### config.mk
export PLATFORM = sky130hd
export DESIGN_NAME = sha256_stream_padder_flat
export DESIGN_NICKNAME = d
export VERILOG_FILES = /design/src/rtl/sha256_stream_padder_if.sv /design/src/rtl/sha256_stream_padder.sv /design/src/flat_wrapper.sv
export SDC_FILE = /design/constraint.sdc
export NUM_CORES = 2
export LEC_CHECK = 0
export CAP_MARGIN = 0
export CORE_UTILIZATION = 30
export CTS_CLUSTER_SIZE = 30
export DETAILED_ROUTE_END_ITERATION = 16
export GPL_ROUTABILITY_DRIVEN = 0
export GPL_TIMING_DRIVEN = 0
export SYNTH_ARGS = -nofsm -noshare
export SYNTH_HDL_FRONTEND = slang
export SYNTH_SLANG_ARGS = --single-unit
### constraint.sdc
create_clock -name clk -period 10.5 [get_ports clk]
set_input_delay 2.1 -clock clk [delete_from_list [all_inputs] [get_ports clk]]
set_output_delay 2.1 -clock clk [all_outputs]
set_load 0.005 [all_outputs]
### src/rtl/sha256_stream_padder_if.sv
// rtl/sha256_stream_padder_if.sv - message beat input and padded block output bundle
interface sha256_stream_padder_if #(
  parameter int IN_W = 32
);
  localparam int BYTES_W = $clog2(IN_W / 8) + 1;

  logic               in_valid;
  logic               in_ready;
  logic [IN_W-1:0]    in_data;
  logic               in_last;
  logic [BYTES_W-1:0] in_bytes;
  logic               out_valid;
  logic               out_ready;
  logic [511:0]       out_block;
  logic               out_last;

  modport master (
    output in_valid, in_data, in_last, in_bytes, out_ready,
    input  in_ready, out_valid, out_block, out_last
  );

  modport slave (
    input  in_valid, in_data, in_last, in_bytes, out_ready,
    output in_ready, out_valid, out_block, out_last
  );
endinterface

### src/rtl/sha256_stream_padder.sv
// rtl/sha256_stream_padder.sv - streaming SHA-256 message padder producing 512-bit blocks
// The fill buffer doubles as the output register; input stalls whenever a block is pending.
module sha256_stream_padder #(
  parameter int IN_W       = 32,
  parameter int BYTE_CNT_W = 61
) (
  input logic                   clk,
  input logic                   rst,
  sha256_stream_padder_if.slave bus
);
  localparam int                 BEAT_BYTES = IN_W / 8;
  localparam int                 BYTES_W    = $clog2(BEAT_BYTES) + 1;
  localparam logic [BYTES_W-1:0] FULL       = BYTES_W'(BEAT_BYTES);
  localparam logic [511:0]       MARK0      = 512'h80 << 504;

  typedef enum logic [1:0] {FILL, OUT_MID, OUT_EXTRA, OUT_FINAL} state_t;

  state_t                state;
  logic [511:0]          blk;
  logic [6:0]            off;
  logic [BYTE_CNT_W-1:0] byte_cnt;
  logic                  extra_marker;
  logic                  out_valid_r;
  logic                  out_last_r;

  logic [BYTES_W-1:0]    take;
  logic [IN_W-1:0]       masked;
  logic [511:0]          placed;
  logic [511:0]          marker;
  logic [511:0]          merged;
  logic [6:0]            new_off;
  logic [BYTE_CNT_W-1:0] new_cnt;
  logic [63:0]           new_len;
  logic [63:0]           cur_len;
  logic                  accept;
  logic                  out_fire;

  assign bus.in_ready  = (state == FILL);
  assign bus.out_valid = out_valid_r;
  assign bus.out_last  = out_last_r;
  assign bus.out_block = blk;
  assign accept        = bus.in_valid && (state == FILL);
  assign out_fire      = out_valid_r && bus.out_ready;

  always_comb begin
    take = FULL;
    if (bus.in_last && (bus.in_bytes < FULL)) take = bus.in_bytes;
    masked = '0;
    for (int i = 0; i < BEAT_BYTES; i++) begin
      if (i < int'(take)) masked[IN_W-1-8*i -: 8] = bus.in_data[IN_W-1-8*i -: 8];
    end
    // Buffer bytes at and beyond off are always zero here, so OR-merging is enough.
    placed  = (512'(masked) << (512 - IN_W)) >> {off, 3'b000};
    new_off = off + 7'(take);
    marker  = (new_off < 7'd64) ? (MARK0 >> {new_off, 3'b000}) : '0;
    merged  = blk | placed;
    new_cnt = byte_cnt + BYTE_CNT_W'(take);
    new_len = 64'({new_cnt, 3'b000});
    cur_len = 64'({byte_cnt, 3'b000});
  end

  always_ff @(posedge clk) begin
    if (rst) begin
      state        <= FILL;
      blk          <= '0;
      off          <= '0;
      byte_cnt     <= '0;
      extra_marker <= 1'b0;
      out_valid_r  <= 1'b0;
      out_last_r   <= 1'b0;
    end else begin
      case (state)
        FILL: begin
          if (accept) begin
            byte_cnt <= new_cnt;
            off      <= new_off;
            if (bus.in_last && (new_off <= 7'd55)) begin
              blk         <= merged | marker | 512'(new_len);
              out_valid_r <= 1'b1;
              out_last_r  <= 1'b1;
              state       <= OUT_FINAL;
            end else if (bus.in_last) begin
              blk          <= merged | marker;
              extra_marker <= (new_off == 7'd64);
              out_valid_r  <= 1'b1;
              state        <= OUT_EXTRA;
            end else if (new_off == 7'd64) begin
              blk         <= merged;
              out_valid_r <= 1'b1;
              state       <= OUT_MID;
            end else begin
              blk <= merged;
            end
          end
        end
        OUT_MID: begin
          if (out_fire) begin
            blk         <= '0;
            off         <= '0;
            out_valid_r <= 1'b0;
            state       <= FILL;
          end
        end
        OUT_EXTRA: begin
          // Length-only block; carries the 0x80 only if the data ended exactly on a block edge.
          if (out_fire) begin
            blk        <= (extra_marker ? MARK0 : '0) | 512'(cur_len);
            out_last_r <= 1'b1;
            state      <= OUT_FINAL;
          end
        end
        OUT_FINAL: begin
          if (out_fire) begin
            blk         <= '0;
            off         <= '0;
            byte_cnt    <= '0;
            out_valid_r <= 1'b0;
            out_last_r  <= 1'b0;
            state       <= FILL;
          end
        end
        default: state <= FILL;
      endcase
    end
  end
endmodule

### src/flat_wrapper.sv
// flat-port wrapper written by rule: the top's interface ports become plain ports
module sha256_stream_padder_flat 
#(
  parameter int IN_W       = 32,
  parameter int BYTE_CNT_W = 61
)
  (clk, rst, bus_in_valid, bus_in_data, bus_in_last, bus_in_bytes, bus_out_ready, bus_in_ready, bus_out_valid, bus_out_block, bus_out_last);
  sha256_stream_padder_if #(.IN_W(IN_W)) bus_i ();
  input logic clk;
  input logic rst;
  input wire logic [$bits(bus_i.in_valid)-1:0] bus_in_valid;
  input wire logic [$bits(bus_i.in_data)-1:0] bus_in_data;
  input wire logic [$bits(bus_i.in_last)-1:0] bus_in_last;
  input wire logic [$bits(bus_i.in_bytes)-1:0] bus_in_bytes;
  input wire logic [$bits(bus_i.out_ready)-1:0] bus_out_ready;
  output wire logic [$bits(bus_i.in_ready)-1:0] bus_in_ready;
  output wire logic [$bits(bus_i.out_valid)-1:0] bus_out_valid;
  output wire logic [$bits(bus_i.out_block)-1:0] bus_out_block;
  output wire logic [$bits(bus_i.out_last)-1:0] bus_out_last;
  assign bus_i.in_valid = bus_in_valid;
  assign bus_i.in_data = bus_in_data;
  assign bus_i.in_last = bus_in_last;
  assign bus_i.in_bytes = bus_in_bytes;
  assign bus_i.out_ready = bus_out_ready;
  assign bus_in_ready = bus_i.in_ready;
  assign bus_out_valid = bus_i.out_valid;
  assign bus_out_block = bus_i.out_block;
  assign bus_out_last = bus_i.out_last;
  sha256_stream_padder #(.IN_W(IN_W), .BYTE_CNT_W(BYTE_CNT_W)) u_core (.clk(clk), .rst(rst), .bus(bus_i));
endmodule
==> results.toml <==
[grt]
antenna_found_initial = 13
overflow = 0
grt_start_max_net_pins = 14
grt_pass1_wl_um = 199000
track_usage_pct = 32.5
grt_pass1_vias = 26600

[floorplanning]
core_area_mm2 = 0.0825
chipHeight_um = 291
ios = 555
rows = 105
start_util_pct = 30.4
die-width_um = 291
dieArea_mm2 = 0.0848

[sta]
min_period_over_period_pct = 60.8
fin_setup_tns_ps = 0
rsz0062_at_grt = "false"
tightest_slew_ps = 1350
setup_violations = 0
fmax_ghz = 0.157
hold_viol = 0
layout_min_cycle_time_ps = 6380
finalMaxSlewViolations = 0
clock_skew_ps = 45.1
relSlewSlack_pct = 9.11

[synth]
synth_top_area_cell = "dfxtp_1"
synth_async_sr_flop_share_pct = 0
synthCells = 3150
yosysWarnings = 0
yosysMostFrequentCell = "nor2_1"
syn-num-nets = 3195
synth_edf_count = 0
syn_area_mm2 = 0.0251
yosysUniqueCellTypes = 90
synth-main-ff-cell = "dfxtp_1"
yosysSeqAreaShare_pct = 46.7
avgSynthCellArea_um2 = 7.97
synth-seq-cells = 585
synth_area_leaders = "dfxtp_1, nor2_1, a21oi_1"
synth_top_area_share_pct = 46.7
synth_common_cells = "nor2_1, dfxtp_1, a21oi_1, nand2_1, clkbuf_1"

[worst_setup_path]
arrival_ps = 6930
crit_type = "in -> reg"
worstPathMaxFanout = 12
start_kind = "input port"
cp-end-kind = "flip-flop"
cp.required_ps = 11050

[drt]
wirelength_um = 144000
vias = 28600
drtAntennaViolNets = 0
drc = 0
first_iter_violations = 3965
avgViaCountPerCell = 5.79
post_drt_wl_per_cell_um = 29.1
drt-pass1-iter-count = 12

[power]
clkPwrFrac_pct = 45.3
power.density_mw_per_mm2 = 161
p_switching_uw = 1690
leakagePower_uw = 0.0121
seq_power_share_pct = 40.7
intPower_uw = 3950
pwr-share-comb_pct = 14.0
switching_share_pct = 29.9
peakVddDrop_v = 0.000132

[clock_network]
clkSinkCount = 585
clockRootBuffer = "clkbuf_16"
cts_buffer_depth = 3
cts_tree = "yes"
cts-resized-gates = 0
postCtsSetupRepairBufs = 0
hold_buffers = 0
cts_max_level = 3
numCtsBuffers = 69
clk_pin_slew_ps = 60
clk_latency_ps = 650

[hold_path]
min_path_type = "reg -> reg"

[finish]
post-route-cell-area_mm2 = 0.0351
fillers = 8413
area_growth_pct = 39.8
fin_nets = 3852
layout-drive-gt1-share_pct = 6.66
seq_area_mm2 = 0.0117
multi_input_area_mm2 = 0.0126

[placed_design]
hpwl_um = 108000
port_buffers = 553
placed_cell_area_mm2 = 0.0327

[job]
cap_violations = 0

[outcome]
run_status = "complete, no violations"
worst max-delay path, stage by stage:
cell and delay (ps):
clkdlybuf4s50_1 590, nor2b_1 490, inv_2 140, buf_2 240, buf_2 260, ha_1 380, nor2_1 80, a211oi_1 520
mux2_2 440, a211oi_4 480, buf_2 430, buf_2 410, nand2_1 90, a211oi_1 260
worst paths after layout:
check	startpoint	end	slack (ps)	cells past startpoint
max	bus_in_last	u_core.bus.out_block[27]$_SDFFE_PP0P_	4120	14
min	u_core.bus.out_block[151]$_SDFFE_PP0P_	u_core.bus.out_block[151]$_SDFFE_PP0P_	450	2
max reg2reg	u_core.off[1]$_SDFFE_PP0P_	u_core.bus.out_block[27]$_SDFFE_PP0P_	5190	14
min reg2reg	u_core.bus.out_block[151]$_SDFFE_PP0P_	u_core.bus.out_block[151]$_SDFFE_PP0P_	450	2
power by group through the flow:
stage          Combinational [µW]  Clock [µW]  Sequential, µW
6_report                      789        2560            2300
5_1_grt                       809        2660            2300
4_1_cts                       751        2570            2300
3_5_place_dp                  748           0            2340
3_3_place_gp                  715           0            2340
2_1_floorplan                 339           0            2330
layer usage:
layer | wire length [µm] | vias up | global-route usage (%)
met5 | 61 | - | 0
li1 | - | 12600 | -
met3 | 18100 | 495 | 11.8
met4 | 10700 | 12 | 20.6
met1 | 52800 | 13500 | 38.1
met2 | 61900 | 1974 | 50.1
stage by stage:
stage | utilization, % | total power, µW | std cells | hold slack, ps | setup WS [ps]
final | 42.6 | 5640 | 4934 | 451 | 4120
after global routing | 42.5 | 5770 | 4930 | 460 | 4040
after detailed placement | 39.6 | 3090 | 4806 | 437 | 3700
after floorplan | - | 2670 | 3150 | 439 | 5400
after CTS | 42.5 | 5620 | 4928 | 447 | 4350
after global placement | 38.8 | 3060 | 4773 | 434 | 3500
cell families after synthesis:
family	after synthesis	synth area share [%]
simple gates	1180	20.8
compound gates	1029	24.8
flops	585	46.7
buf+inv	265	4.22
xor+xnor	62	2.16
mux	23	1.04
fa+ha+maj	6	0.289
registers in the layout, summed over array words and instances (netlist names):
signal	count
u_core.bus.out_block	512
u_core.bus.out_last	1
u_core.bus.out_valid	1
u_core.byte_cnt	61
u_core.extra_marker	1
u_core.off	7
u_core.state	2
final cells by class:
| cell class | count | area share [%] |
|---|---|---|
| Antenna cell | 6 | 0.0428 |
| Inverter | 30 | 0.321 |
| Clock inverter | 25 | 1.29 |
| Timing Repair Buffer | 586 | 17.1 |
| Clock buffer | 97 | 5.56 |
| Buffer | 235 | 2.69 |
| Tap cell | 1070 | 3.81 |
| Sequential cell | 585 | 33.4 |
| Multi-Input combinational cell | 2300 | 35.8 |
layout by cell type, fill, tap and decap left out, drive strengths merged, types with 57 or more instances in the layout:
cell type,count
nand3,72
clkdlybuf4s50,553
o21ai,178
nor2,649
buf,83
o22ai,57
clkbuf,282
nor3,86
dfxtp,585
nand2,227
a21oi,483
Note: power is estimated with default switching activity, not from simulation.
